### config.mk
export PLATFORM = sky130hd
export DESIGN_NAME = score_scanner
export DESIGN_NICKNAME = d
export VERILOG_FILES = /design/src/rtl/othello_pkg.sv /design/src/rtl/score_scanner.sv
export SDC_FILE = /design/constraint.sdc
export NUM_CORES = 1
export LEC_CHECK = 0
export ABC_CLOCK_PERIOD_IN_PS = 2400
export CAP_MARGIN = 20
export CORE_MARGIN = 5
export CORE_UTILIZATION = 48
export DETAILED_ROUTE_END_ITERATION = 6
export MAX_ROUTING_LAYER = met4
export PLACE_DENSITY = 0.81
export SYNTH_ARGS = -nofsm -noshare
export SYNTH_HDL_FRONTEND = slang
export SYNTH_SLANG_ARGS = --single-unit
### constraint.sdc
create_clock -name clock -period 2.4 [get_ports clock]
set_input_delay 0.36 -clock clock [delete_from_list [all_inputs] [get_ports clock]]
set_output_delay 0.36 -clock clock [all_outputs]
set_load 0.03 [all_outputs]
### src/rtl/othello_pkg.sv
// Shared Othello constants: cell codes, winner codes, board geometry, scanner FSM states.
package othello_pkg;

    localparam int unsigned BOARD_DIM   = 8;
    localparam int unsigned BOARD_CELLS = BOARD_DIM * BOARD_DIM;
    localparam int unsigned IDX_W       = $clog2(BOARD_CELLS);
    localparam int unsigned COORD_W     = $clog2(BOARD_DIM);
    localparam int unsigned CNT_W       = 7;

    localparam logic [1:0] CELL_EMPTY = 2'b00;
    localparam logic [1:0] CELL_BLACK = 2'b01;
    localparam logic [1:0] CELL_WHITE = 2'b10;

    localparam logic [1:0] WIN_NONE  = 2'b00;
    localparam logic [1:0] WIN_BLACK = 2'b01;
    localparam logic [1:0] WIN_WHITE = 2'b10;
    localparam logic [1:0] WIN_DRAW  = 2'b11;

    typedef enum logic [1:0] {
        ST_IDLE    = 2'd0,
        ST_ISSUE   = 2'd1,
        ST_DRAIN   = 2'd2,
        ST_PUBLISH = 2'd3
    } scan_state_t;

endpackage

### src/rtl/score_scanner.sv
// Scans the 8x8 board store, counts black/white/empty cells and decides game-over/winner.
module score_scanner
    import othello_pkg::*;
#(
    parameter int unsigned RD_LATENCY = 1
) (
    input  logic               clock,
    input  logic               resetn,
    input  logic               start,
    input  logic               both_pass,
    output logic [COORD_W-1:0] rd_x,
    output logic [COORD_W-1:0] rd_y,
    input  logic [1:0]         rd_q,
    output logic               busy,
    output logic               done,
    output logic [CNT_W-1:0]   black_count,
    output logic [CNT_W-1:0]   white_count,
    output logic [CNT_W-1:0]   empty_count,
    output logic               board_full,
    output logic [1:0]         winner,
    output logic               win
);

    localparam int unsigned DCNT_W = 2;

    scan_state_t          r_state;
    scan_state_t          w_state_nxt;
    logic [IDX_W-1:0]     r_idx;
    logic [DCNT_W-1:0]    r_dcnt;
    logic [RD_LATENCY-1:0] r_vld;
    logic [CNT_W-1:0]     r_blk;
    logic [CNT_W-1:0]     r_wht;
    logic [CNT_W-1:0]     r_emp;
    logic                 r_busy;
    logic                 r_done;
    logic [CNT_W-1:0]     r_black_count;
    logic [CNT_W-1:0]     r_white_count;
    logic [CNT_W-1:0]     r_empty_count;
    logic                 r_board_full;
    logic [1:0]           r_winner;
    logic                 r_win;

    logic                 w_issue;
    logic                 w_sample;
    logic                 w_is_blk;
    logic                 w_is_wht;
    logic                 w_is_emp;
    logic                 w_scan_go;
    logic [CNT_W-1:0]     w_blk_nxt;
    logic [CNT_W-1:0]     w_wht_nxt;
    logic [CNT_W-1:0]     w_emp_nxt;
    logic                 w_over;
    logic [1:0]           w_winner;

    // State register
    always_ff @(posedge clock or negedge resetn) begin
        if (!resetn) begin
            r_state <= ST_IDLE;
        end else begin
            r_state <= w_state_nxt;
        end
    end

    // Next-state, sample decode, running counts and the game-over decision
    always_comb begin
        w_state_nxt = r_state;
        w_issue     = (r_state == ST_ISSUE);
        w_scan_go   = (r_state == ST_IDLE) && start;
        w_sample    = r_vld[RD_LATENCY-1];
        w_is_blk    = 1'b0;
        w_is_wht    = 1'b0;
        w_is_emp    = 1'b0;
        w_over      = 1'b0;
        w_winner    = WIN_NONE;

        case (r_state)
            ST_IDLE:    if (start) w_state_nxt = ST_ISSUE;
            ST_ISSUE:   if (r_idx == IDX_W'(BOARD_CELLS - 1)) w_state_nxt = ST_DRAIN;
            ST_DRAIN:   if (r_dcnt == DCNT_W'(RD_LATENCY - 1)) w_state_nxt = ST_PUBLISH;
            ST_PUBLISH: w_state_nxt = ST_IDLE;
            default:    w_state_nxt = ST_IDLE;
        endcase

        // Code 11 is not a legal disk and counts as empty
        if (w_sample) begin
            w_is_blk = (rd_q == CELL_BLACK);
            w_is_wht = (rd_q == CELL_WHITE);
            w_is_emp = (rd_q == CELL_EMPTY) || (rd_q == 2'b11);
        end

        w_blk_nxt = r_blk + CNT_W'(w_is_blk);
        w_wht_nxt = r_wht + CNT_W'(w_is_wht);
        w_emp_nxt = r_emp + CNT_W'(w_is_emp);

        // Decision uses the counts including the final sample landing this cycle
        w_over = (w_emp_nxt == '0) || (w_blk_nxt == '0) || (w_wht_nxt == '0) || both_pass;
        if (w_over) begin
            if (w_blk_nxt > w_wht_nxt) begin
                w_winner = WIN_BLACK;
            end else if (w_wht_nxt > w_blk_nxt) begin
                w_winner = WIN_WHITE;
            end else begin
                w_winner = WIN_DRAW;
            end
        end
    end

    // Address index (wraps to 0 after the last cell) and drain counter
    always_ff @(posedge clock or negedge resetn) begin
        if (!resetn) begin
            r_idx  <= '0;
            r_dcnt <= '0;
        end else begin
            r_idx  <= w_issue ? r_idx + IDX_W'(1) : '0;
            r_dcnt <= (r_state == ST_DRAIN) ? r_dcnt + DCNT_W'(1) : '0;
        end
    end

    // Valid tags travel alongside the read latency of the board store
    generate
        if (RD_LATENCY == 1) begin : g_vld_1
            always_ff @(posedge clock or negedge resetn) begin
                if (!resetn) begin
                    r_vld <= '0;
                end else begin
                    r_vld <= w_issue;
                end
            end
        end else begin : g_vld_n
            always_ff @(posedge clock or negedge resetn) begin
                if (!resetn) begin
                    r_vld <= '0;
                end else begin
                    r_vld <= {r_vld[RD_LATENCY-2:0], w_issue};
                end
            end
        end
    endgenerate

    // Accumulators: cleared when a scan is launched, bumped on tagged samples
    always_ff @(posedge clock or negedge resetn) begin
        if (!resetn) begin
            r_blk <= '0;
            r_wht <= '0;
            r_emp <= '0;
        end else if (w_scan_go) begin
            r_blk <= '0;
            r_wht <= '0;
            r_emp <= '0;
        end else begin
            r_blk <= w_blk_nxt;
            r_wht <= w_wht_nxt;
            r_emp <= w_emp_nxt;
        end
    end

    // Status flags and the published snapshot, which holds until the next publish
    always_ff @(posedge clock or negedge resetn) begin
        if (!resetn) begin
            r_busy        <= 1'b0;
            r_done        <= 1'b0;
            r_black_count <= '0;
            r_white_count <= '0;
            r_empty_count <= '0;
            r_board_full  <= 1'b0;
            r_winner      <= WIN_NONE;
            r_win         <= 1'b0;
        end else begin
            r_busy <= (w_state_nxt == ST_ISSUE) || (w_state_nxt == ST_DRAIN);
            r_done <= (w_state_nxt == ST_PUBLISH);
            if (w_state_nxt == ST_PUBLISH) begin
                r_black_count <= w_blk_nxt;
                r_white_count <= w_wht_nxt;
                r_empty_count <= w_emp_nxt;
                r_board_full  <= (w_emp_nxt == '0);
                r_winner      <= w_winner;
                r_win         <= |w_winner;
            end
        end
    end

    assign rd_x        = r_idx[COORD_W-1:0];
    assign rd_y        = r_idx[IDX_W-1:COORD_W];
    assign busy        = r_busy;
    assign done        = r_done;
    assign black_count = r_black_count;
    assign white_count = r_white_count;
    assign empty_count = r_empty_count;
    assign board_full  = r_board_full;
    assign winner      = r_winner;
    assign win         = r_win;

endmodule

Word-level counts from Yosys, hierarchy flattened
Cells that the tools add are included.
{"block": "totals", "ff_bits": 59, "input_bits": 6, "word_cells": 60}
{"block": "classes", "addsub": 5, "order_cmp": 2, "n_eq_ne": 10, "muxes": 15, "n_reduce_logical": 13}
{"op": "$add A7 B1 Y7", "count": 3}
{"op": "$logic_not A7 Y1", "count": 3}
{"op": "$mux W7", "count": 3}
{"op": "$gt A7 B7 Y1", "count": 2}
{"op": "$eq A2 B2 Y1 const B", "count": 6}
{"op": "$mux W2", "count": 6}
{"op": "$pmux W2 S4", "count": 1}
{"op": "$add A6 B1 Y6 const B", "count": 1}
{"op": "$eq A2 B1 Y1 const B", "count": 3}
{"op": "$eq A6 B6 Y1 const B", "count": 1}
{"op": "$logic_not A2 Y1", "count": 3}
{"op": "$mux W6", "count": 1}
{"op": "$logic_or A1 B1 Y1", "count": 5}
{"op": "$mux W1", "count": 4}
{"op": "$add A2 B1 Y2 const B", "count": 1}
{"op": "$reduce_or A2 Y1", "count": 1}
{"op": "$logic_and A1 B1 Y1", "count": 1}

Logic depth before layout (Yosys ltp)
Gate-level depths: netlist of run 1.
{"block": "depth", "ltp_word": 10, "ltp_mapped": 15, "depth_no_buf": 15}

Worst setup path after synthesis of run 1
OpenSTA, ideal clock, no wires.
{"block": "synth_timing", "path_type": "input to register", "startpoint": "in rd_q[1]", "endpoint": "reg r_winner[0], in the netlist winner[0]", "setup_ns": 0.092, "arrival_ns": 2.590, "required_time_ns": 2.308, "slack_ns": -0.282, "path_stages": 14, "n_path_buf": 0, "cell_sequence": "inv_1 > ha_1 > and2_1 > ha_1 > ha_1 > and3_1 > xnor2_1 > ha_1 > a21o_1 > a21o_1 > a21oi_1 > o21ai_0 > o21a_1 > o31ai_2"}
{"block": "synth_via", "elab_chain_len": 9, "word_cells_on_any_way": 22, "cone_classes": "add/sub (3); order compare (2); eq/ne (3); mux (6); reduce/logical (8)"}
{"element": "start, declared", "line": "score_scanner.sv:13", "source": "input logic [1:0] rd_q,"}
{"element": "branches (longest 8 deep; another with $add A7 B1 Y7)"}
{"element": "$mux W2 *", "line": "score_scanner.sv:97", "source": "if (w_over) begin"}
{"element": "end signal, assigned", "line": "score_scanner.sv:176", "source": "r_winner <= w_winner;"}
{"element": "end, declared", "line": "score_scanner.sv:40", "source": "logic [1:0] r_winner;"}
Mark *: on every way between the ends.
A chain may end at the register's enable or synchronous reset.

Worst setup path after layout of run 1
{"block": "layout_timing", "startpoint": "reg r_vld", "endpoint": "reg r_winner[0], in the netlist winner[0]"}
{"block": "layout_via", "elab_chain_len": 7, "word_cells_on_any_way": 17, "cone_classes": "add/sub (3); order compare (2); mux (6); reduce/logical (6)"}
{"element": "start, declared", "line": "score_scanner.sv:30", "source": "logic [RD_LATENCY-1:0] r_vld;"}
{"element": "start signal, assigned", "line": "score_scanner.sv:126", "source": "r_vld <= w_issue;"}
{"element": "branches (longest 6 deep; another with $add A7 B1 Y7)"}
{"element": "$mux W2 *", "line": "score_scanner.sv:97"}
Marked as above.

==> results of run 1 <==
[worst max-delay path, delay by kind of cell, from the launching register on]
family / cells / cell delay (ps)
simple gates: 2 / 380
fa+ha+maj: 3 / 540
compound gates: 6 / 830
xor+xnor: 1 / 170
flops: 1 / 420
[report_power, final]
group / total [mW] / internal (mW) / switching [mW]
combinational: 1.42 / 0.805 / 0.618
sequential: 1.33 / 1.14 / 0.185
clock: 0.945 / 0.561 / 0.384
[cell usage after synthesis (3+ instances only)]
library cell / n
dfrtp_1: 59
o21ai_0: 4
ha_1: 18
a21oi_1: 19
nor2_1: 43
nand3_1: 10
nor2b_1: 4
and2_1: 4
clkbuf_1: 6
xnor2_1: 10
nand2_1: 7
and3_1: 4
mux2_2: 3
xor2_1: 9
inv_1: 15
a21o_1: 3
mux2_1: 4
[state kept, by name (all words and copies together) (netlist names)]
name and count:
winner 2, board_full 1, win 1, black_count 7, white_count 7, empty_count 7, r_blk 7, r_dcnt 2
r_idx 6, r_emp 7, r_wht 7, done 1, busy 1, r_vld 1, r_state 2
[layout by cell type, fill, tap and decap left out, drive strengths merged, types with 3 or more instances in the layout]
cell            n
ha             18
xor2           10
clkdlybuf4s50  35
xnor2          10
nand3          12
and3            5
dfrtp          59
nand2           7
inv            16
and2            4
a21o            3
mux2            7
a21oi          19
nor2           43
clkbuf         12
o21ai           4
nor2b           4
buf            40
[area by class of cell]
class	count	area, sq um
Sequential cell	59	1480
Clock inverter	4	47.5
Tap cell	72	90.1
Fill cell	411	1680
Timing Repair Buffer	77	683
Multi-Input combinational cell	164	1260
Inverter	16	75.1
Clock buffer	12	165
[worst paths after layout]
| check | from | endpoint | slack, ps |
|---|---|---|---|
| max in group asynchronous | resetn | empty_count[6] | 1270 |
| setup reg to reg | r_vld | winner[0] | -30 |
| hold reg to reg | r_dcnt[0] | r_dcnt[0] | 430 |
| min in group asynchronous | resetn | r_blk[2] | 470 |
| setup / recovery | r_vld | winner[0] | -30 |
| hold / removal | r_dcnt[0] | r_dcnt[0] | 430 |
[repair_timing]
| item | CTS | global route |
|---|---|---|
| setup buffers | 1 | 0 |
| hold buffers | 1 | 0 |
| pin swaps | 6 | 2 |
| endpoints found under the setup margin | 4 | 6 |
| hold endpoints to repair | 15 | 0 |
| gates resized for setup | 7 | 3 |
[routing by layer]
layer	up-vias	track usage, %	wire length [um]
met3	7	5.20	201
met2	29	29.4	2930
met4	0	6.04	81
li1	985	-	-
met5	-	-	0
met1	982	22.5	2510
[kinds of logic after synthesis]
kind of cell,count (synthesis),share of synthesized area (%)
xor gates and xnor gates,20,6.80
DFF,59,55.0
and+or+nand+nor,87,16.8
AOI/OAI and AO/OA,32,6.90
buffers and inverters,23,3.21
muxes,7,2.94
adders and majority gates,18,8.39
==> results.sh, run 1 <==
export IMPL_place_inst=386
export IMPL_finalHoldViolations=0
export IMPL_fp_dieArea_sq_mm=0.00719
export IMPL_crit_path_max_incr_delay_ps=420
export IMPL_critPathLaunchType="register"
export IMPL_gp_congestion=0.837
export IMPL_grtUsageTotal_pct=18.4
export IMPL_place_ws_ps=-799
export IMPL_min_period_over_period_pct=101
export IMPL_synth_top_area_share_pct=55.0
export IMPL_area_delta_synth_final_pct=41.4
export IMPL_cts_max_level=3
export IMPL_place_area_sq_mm=0.00354
export IMPL_hold_slack_ps=429
export IMPL_avgSynthCellArea_sq_um=10.9
export IMPL_leakage_nw=1.76
export IMPL_whs_path_depth=1
export IMPL_ys_seq_area_share_pct=55.0
export IMPL_grt_max_degree=28
export IMPL_drive_gt1_share_pct=26.2
export IMPL_path_cells="and2_4, ha_4, ha_4, and3_4, xnor2_4, ha_4, a21o_1, a21o_1, a21oi_1, o21ai_1, o21a_1, o31ai_2"
export IMPL_wirelength_um=5720
export IMPL_first_global_vias=2126
export IMPL_wl_per_cell_um=14.2
export IMPL_p_total_mw=3.70
export IMPL_core_sq_mm=0.00547
export IMPL_antenna_found_initial=0
export IMPL_grt_pass1_wl_um=10000
export IMPL_synthDistinctLibCells=36
export IMPL_dp_final_hpwl_um=4140
export IMPL_ys_flop_type="dfrtp_1"
export IMPL_synth_edff_count=0
export IMPL_rr_worst_depth=12
export IMPL_fin_crit_ps=2430
export IMPL_path_common_cell="ha_4"
export IMPL_endpoint_kind="register"
export IMPL_via_count=2003
export IMPL_violations="negative setup slack"
export IMPL_fmax_ghz=0.412
export IMPL_die_w_um=84.8
export IMPL_setup_ws_ps=-25.8
export IMPL_tightest_slew_ps=367
export IMPL_syn_nets=270
export IMPL_slew_headroom_pct=75.5
export IMPL_fin_skew_ps=5.70
export IMPL_cts_sinks=59
export IMPL_clk_pin_slew_ps=70
export IMPL_finalSetupViolCount=2
export IMPL_clk_latency_ps=330
export IMPL_num_rows=27
export IMPL_slew_viol_final=0
export IMPL_dieHeight_um=84.8
export IMPL_grt_overflow_total=0
export IMPL_cpMaxStageDelayCell="dfrtp_1"
export IMPL_status="finished, violations left"
export IMPL_cp_arrival_ps=2670
export IMPL_clk_path_buf_depth=2
export IMPL_cts_tree="built"
export IMPL_fin_setup_tns_ps=-48.2
export IMPL_cp_max_fo=3
export IMPL_final_area_sq_mm=0.00380
export IMPL_final_util_pct=69.4
export IMPL_start_util_pct=49.1
export IMPL_required_ps=2640
export IMPL_finalNonFillerCells=404
export IMPL_synthArstFlopShare_pct=100
export IMPL_nNetsFinal=351
export IMPL_post_route_drc_count=0
export IMPL_ant_nets=0
export IMPL_cap_violations=0
export IMPL_min_path_type="reg2reg"
export IMPL_io_pins=39
export IMPL_root_buffer="clkbuf_8"
export IMPL_dr_pass1_iters=4
export IMPL_power_density_mw_per_mm2=974
export IMPL_diodes=0
export IMPL_synth_top_area_cell="dfrtp_1"
export IMPL_io_buffers=38
export IMPL_synthTopCellsByArea="dfrtp_1 (55%), ha_1 (8.4%), nor2_1 (6.0%)"
export IMPL_ir_drop_mv=0.468
export IMPL_numCtsBuffers=9
export IMPL_setup_worst_path_class="reg2reg"
export IMPL_rsz0062_at_grt="yes"
export IMPL_synth_cells=246
export IMPL_yosys_warnings=0
export IMPL_ys_ff_latch=59
export IMPL_syn_area_sq_mm=0.00269
export IMPL_viasPerCell=4.96
export IMPL_drtIter0Drc=85
Power figures use the tool's default switching activity.
==> inputs of run 2 (changes only) <==
--- a/config.mk
+++ b/config.mk
@@ -8,10 +8,11 @@
 export ABC_CLOCK_PERIOD_IN_PS = 2400
 export CAP_MARGIN = 20
 export CORE_MARGIN = 5
-export CORE_UTILIZATION = 48
+export CORE_UTILIZATION = 50
 export DETAILED_ROUTE_END_ITERATION = 6
+export DONT_BUFFER_PORTS = 1
 export MAX_ROUTING_LAYER = met4
-export PLACE_DENSITY = 0.81
+export PLACE_DENSITY = 0.74
 export SYNTH_ARGS = -nofsm -noshare
 export SYNTH_HDL_FRONTEND = slang
 export SYNTH_SLANG_ARGS = --single-unit
==> results.sh, run 2 (synthesis gave the netlist of run 1 again) <==
export IMPL_status="complete, no violations"
export IMPL_core_sq_mm=0.00517
export IMPL_first_global_vias=1961
export IMPL_cts_sinks=59
export IMPL_grtUsageTotal_pct=18.2
export IMPL_numCtsBuffers=9
export IMPL_cp_arrival_ps=2560
export IMPL_area_delta_synth_final_pct=26.7
export IMPL_critPathBufInv=1
export IMPL_finalSetupViolCount=0
export IMPL_min_period_over_period_pct=98.0
export IMPL_crit_family="compound AO/OA/AOI/OAI gates"
export IMPL_ir_drop_mv=0.634
export IMPL_fp_dieArea_sq_mm=0.00694
export IMPL_fmax_ghz=0.425
export IMPL_slew_viol_final=0
export IMPL_path_cells="and2_4, ha_4, ha_4, and3_4, xnor2_4, ha_4, a21o_1, a21o_1, a21oi_2, o21ai_2, buf_4, nand2_2, o2bb2ai_2"
export IMPL_num_rows=26
export IMPL_power_density_mw_per_mm2=1010
export IMPL_min_path_type="in2reg"
export IMPL_drtIter0Drc=78
export IMPL_clk_pin_slew_ps=60
export IMPL_clk_latency_ps=340
export IMPL_final_common_cell="dfrtp_1"
export IMPL_grt_max_degree=60
export IMPL_root_buffer="clkbuf_8"
export IMPL_gp_congestion=0.793
export IMPL_io_pins=39
export IMPL_die_w_um=83.3
export IMPL_grt_pass1_wl_um=9540
export IMPL_post_route_drc_count=0
export IMPL_cap_violations=0
export IMPL_via_count=1818
export IMPL_cts_max_level=3
export IMPL_critPathLaunchType="register"
export IMPL_dieHeight_um=83.3
export IMPL_nNetsFinal=307
export IMPL_crit_path_max_incr_delay_ps=390
export IMPL_cts_tree="built"
export IMPL_wirelength_um=5710
export IMPL_setup_worst_path_class="reg2reg"
export IMPL_finalHoldViolations=0
export IMPL_p_total_mw=3.44
export IMPL_required_ps=2610
export IMPL_path_common_cell="ha_4"
export IMPL_leakage_nw=1.59
export IMPL_diodes=0
export IMPL_dr_pass1_iters=4
export IMPL_cpMaxStageDelayCell="dfrtp_1"
export IMPL_endpoint_kind="register"
export IMPL_final_util_pct=65.7
export IMPL_ant_nets=0
export IMPL_grt_overflow_total=0
export IMPL_drive_gt1_share_pct=29.5
export IMPL_start_util_pct=51.9
export IMPL_cp_max_fo=3
export IMPL_wl_per_cell_um=15.9
export IMPL_antenna_found_initial=0
export IMPL_viasPerCell=5.08
export IMPL_rsz0062_at_grt="yes"
export IMPL_io_buffers=0
export IMPL_clk_path_buf_depth=2
export IMPL_dp_final_hpwl_um=4000
export IMPL_slew_headroom_pct=75.9
export IMPL_tightest_slew_ps=361
export IMPL_mostFrequentLayoutCells="dfrtp_1 (57), nor2_1 (43), buf_4 (30), a21oi_1 (18), inv_1 (12)"
export IMPL_fin_crit_ps=2350
export IMPL_fin_skew_ps=4.75
## run 2: metal layers
layer | track usage [%] | up-vias | wire (um)
met5 | - | - | 0
met4 | 8.92 | 0 | 114
met3 | 6.14 | 12 | 325
met2 | 29.9 | 35 | 3030
met1 | 19.8 | 879 | 2240
li1 | - | 892 | -
## run 2: path summary, 6_finish.rpt
| kind | cells past startpoint | slack [ps] | startpoint | end |
|---|---|---|---|---|
| min in group asynchronous | 2 | 550 | resetn | r_blk[0] |
| worst max-delay path | 13 | 50 | r_vld | winner[1] |
| worst min-delay path | 2 | 230 | both_pass | winner[1] |
| worst min register to register | 1 | 420 | r_dcnt[0] | r_dcnt[0] |
| worst max register to register | 13 | 50 | r_vld | winner[1] |
| max in group asynchronous | 2 | 1600 | resetn | r_idx[1] |
## run 2: report_power, final
| part | total, mW | switching, mW | internal (mW) |
|---|---|---|---|
| combinational | 1.33 | 0.619 | 0.715 |
| sequential | 1.33 | 0.188 | 1.14 |
| clock | 0.773 | 0.375 | 0.398 |
## run 2: repair_timing
action / CTS / global route
hold endpoints to repair: 59 / 0
setup buffers: 2 / 0
pin swaps: 2 / 6
endpoints found under the setup margin: 1 / 2
hold buffers: 2 / 0
gates resized for setup: 0 / 12
## run 2: through the flow
stage                     cells  setup TNS (ps)  setup slack (ps)  hold slack (ps)  cell area (sq um)
final                       358               0              49.0              225               3400
after CTS                   358          -0.762            -0.762              219               3320
after global routing        358            -158             -96.5              216               3400
after floorplan             246           -87.9             -87.9             64.4               2810
after detailed placement    338            -209              -164             66.0               3100
after global placement      338            -103              -103             66.7               3100
## run 2: area by class of cell
| type | count | area (sq um) |
|---|---|---|
| clock inverter | 3 | 15.0 |
| sequential | 59 | 1480 |
| tap | 70 | 87.6 |
| clock buffer | 13 | 149 |
| fill | 416 | 1770 |
| timing repair buffer | 33 | 283 |
| multi-input combinational | 164 | 1310 |
| inverter | 16 | 75.1 |
==> edit: new RTL, config.mk and constraints of run 2 <==
Make the reset (`resetn`) synchronous in 6 clocked blocks.
--- a/src/rtl/score_scanner.sv
+++ b/src/rtl/score_scanner.sv
@@ -54,5 +54,5 @@
 
     // State register
-    always_ff @(posedge clock or negedge resetn) begin
+    always_ff @(posedge clock) begin
         if (!resetn) begin
             r_state <= ST_IDLE;
@@ -107,5 +107,5 @@
 
     // Address index (wraps to 0 after the last cell) and drain counter
-    always_ff @(posedge clock or negedge resetn) begin
+    always_ff @(posedge clock) begin
         if (!resetn) begin
             r_idx  <= '0;
@@ -120,5 +120,5 @@
     generate
         if (RD_LATENCY == 1) begin : g_vld_1
-            always_ff @(posedge clock or negedge resetn) begin
+            always_ff @(posedge clock) begin
                 if (!resetn) begin
                     r_vld <= '0;
@@ -128,5 +128,5 @@
             end
         end else begin : g_vld_n
-            always_ff @(posedge clock or negedge resetn) begin
+            always_ff @(posedge clock) begin
                 if (!resetn) begin
                     r_vld <= '0;
@@ -139,5 +139,5 @@
 
     // Accumulators: cleared when a scan is launched, bumped on tagged samples
-    always_ff @(posedge clock or negedge resetn) begin
+    always_ff @(posedge clock) begin
         if (!resetn) begin
             r_blk <= '0;
@@ -156,5 +156,5 @@
 
     // Status flags and the published snapshot, which holds until the next publish
-    always_ff @(posedge clock or negedge resetn) begin
+    always_ff @(posedge clock) begin
         if (!resetn) begin
             r_busy        <= 1'b0;
Function: differs if resetn is asserted again (counterexample within 4 cycles, from zero or initial values and one cycle with resetn low); with resetn held inactive, the same outputs for 10 cycles.
==> edit against run 2 <==
Setup slack got worse by 49 ps; global-route usage grew 1.4 points; count of clock-buffer cells in the layout down 2; routed wire length up 0.37%; synthesized area decreased by 2.3%; sequential cell count stayed put; core utilization decreased by 1.6 points; final area decreased by 3.7%; highest routed layer unchanged.
Power is not compared: it rests on default switching activity, and its combinational part moved more than twofold at a synthesized area within 25%.
==> edit: results (changes against run 2) <==
Placed design
  • Inst Count DP: 360 (was 338)
  • Placer Congestion: 0.915 (was 0.793)
  • IO buf count: 0 (unchanged)
  • Dpl ws: -245 ps (was -164 ps)
  • Cell area after placement: 2990 um2 (was 3100 um2)
  • DP Wirelength: 4010 um (was 4000 um)

Route
  • Via density: 5.29 (was 5.08)
  • DRT Pass-1 Iters: 4 (unchanged)
  • Detailed Route Iter0 Violations: 103 (was 78)
  • Routed len/inst: 14.9 um (was 15.9 um)

Layout
  • Final #Nets: 333 (was 307)
  • Final instance count without filler cells: 384 (was 358)
  • Fraction of layout cells with a size suffix above 1: 24.8% (was 29.5%)
  • Antenna diodes: 0 (unchanged)
  • FILL cells: 412 (was 416)

Clock tree
  • Cts bufs inserted: 9 (unchanged)
  • Clock Tree Buf Depth: 2 (unchanged)
  • Htree depth: 3 (unchanged)
  • Worst-path clk slew: 60 ps (about the same)
  • Quantity of hold-fixing buffers added after cts: 0 (was 2)
  • Root Buffer: clkbuf_8 (unchanged)
  • Worst skew pair latency: 340 ps (about the same)

Global route
  • Global-route usage over all layers: 19.6% (was 18.2%)
  • Initial antenna violation count: 0 (unchanged)
  • First-pass GRT wire length: 9470 um (was 9540 um)
  • Number of global-route vias before repair: 2,056 (was 1,961)
  • Largest net degree at the start of global routing: 43 (was 60)

Synth
  • Synth top area cells: dfxtp_1, ha_1, o211a_1 (was dfrtp_1, ha_1, nor2_1)
  • Syn Area/Cell: 9.54 um2 (was 10.9 um2)
  • Synth cell types: 37 (was 36)
  • Post-synth top cells: dfxtp_1, nor2_1, nand2_1 (was dfrtp_1, nor2_1, a21oi_1)
  • Yosys warns: 0 (unchanged)
  • Syn nets: 299 (was 270)
  • Sequential-to-total area share from yosys stat: 45.0% (was 55.0%)
  • Asr flop ratio synth: 0% (was 100%)

Timing
  • Rel. slew slack: 73.5% (was 75.9%)
  • Clock Skew: 6.92 ps (was 4.75 ps)

Critical path
  • Worst-path fanout max: 6 (was 3)
  • Critical path arrival: 2670 ps (was 2560 ps)
  • Slowest cell on crit path: dfxtp_2 (was dfrtp_1)
  • Worst r2r src: r_vld (unchanged)
  • WS Path Type: reg2reg (unchanged)
  • Delay-heaviest family, CP: compound AO/OA/AOI/OAI gates (unchanged)
  • Crit path largest cell delay: 340 ps (was 390 ps)

Power and ir drop
  • Pleak: roughly 1.4 nW
  • Worst VDD drop: 412 uV

Worst hold path
  • Hold Crit Class: in2reg (unchanged)
  • Hold Path Origin: resetn (was both_pass)

Outcome
  • Run status: complete, no violations (unchanged)
-- edit: layer usage --
| layer | routed length, um | track usage (%) |
|---|---|---|
| met5 | 0 | - |
| met3 | 331 | 7.81 |
| met1 | 2400 | 21.7 |
| met4 | 114 | 9.30 |
| met2 | 2890 | 30.9 |
-- edit: report_power, final --
group	total, mW	internal (mW)	switching [mW]	leakage, nW
Combinational	0.0575	0.0267	0.0308	0.811
Clock	0.777	0.396	0.381	0.0928
Sequential	0.992	0.985	0.00677	0.476
Total	1.83	1.41	0.418	1.38
-- edit: logic make-up after synthesis --
kind of cell | share of synthesized area, %
XOR/XNOR | 7.58
adder cells (fa/ha/maj) | 8.58
multiplexers | 2.67
AO/OA/AOI/OAI | 10.3
flip-flops | 45.0
AND/OR/NAND/NOR | 21.3
buffers and inverters | 4.53
-- edit: final timing paths --
kind,endpoint,slack (ps),cells past startpoint
worst max-delay path,winner[0],0.2,13
worst min register to register,r_dcnt[0],420,1
worst min-delay path,r_state[1],150,1
worst max register to register,winner[0],0.2,13
-- edit: cell type report --
type / instances / area [um2] / share of cell area [%]
Timing Repair Buffer: 34 / 268 / 8.18
Clock inverter: 5 / 28.8 / 0.879
Clock buffer: 11 / 141 / 4.32
Multi-Input combinational cell: 185 / 1480 / 45.1
Inverter: 20 / 90.1 / 2.75
Sequential cell: 59 / 1180 / 36.1
Tap cell: 70 / 87.6 / 2.67
-- edit: timing repair --
action                                  in CTS  in global routing
setup buffers                                4                  4
endpoints found under the setup margin       2                  2
pin swaps                                    4                  6
resized for setup                            3                  7
cloned                                       0                  0
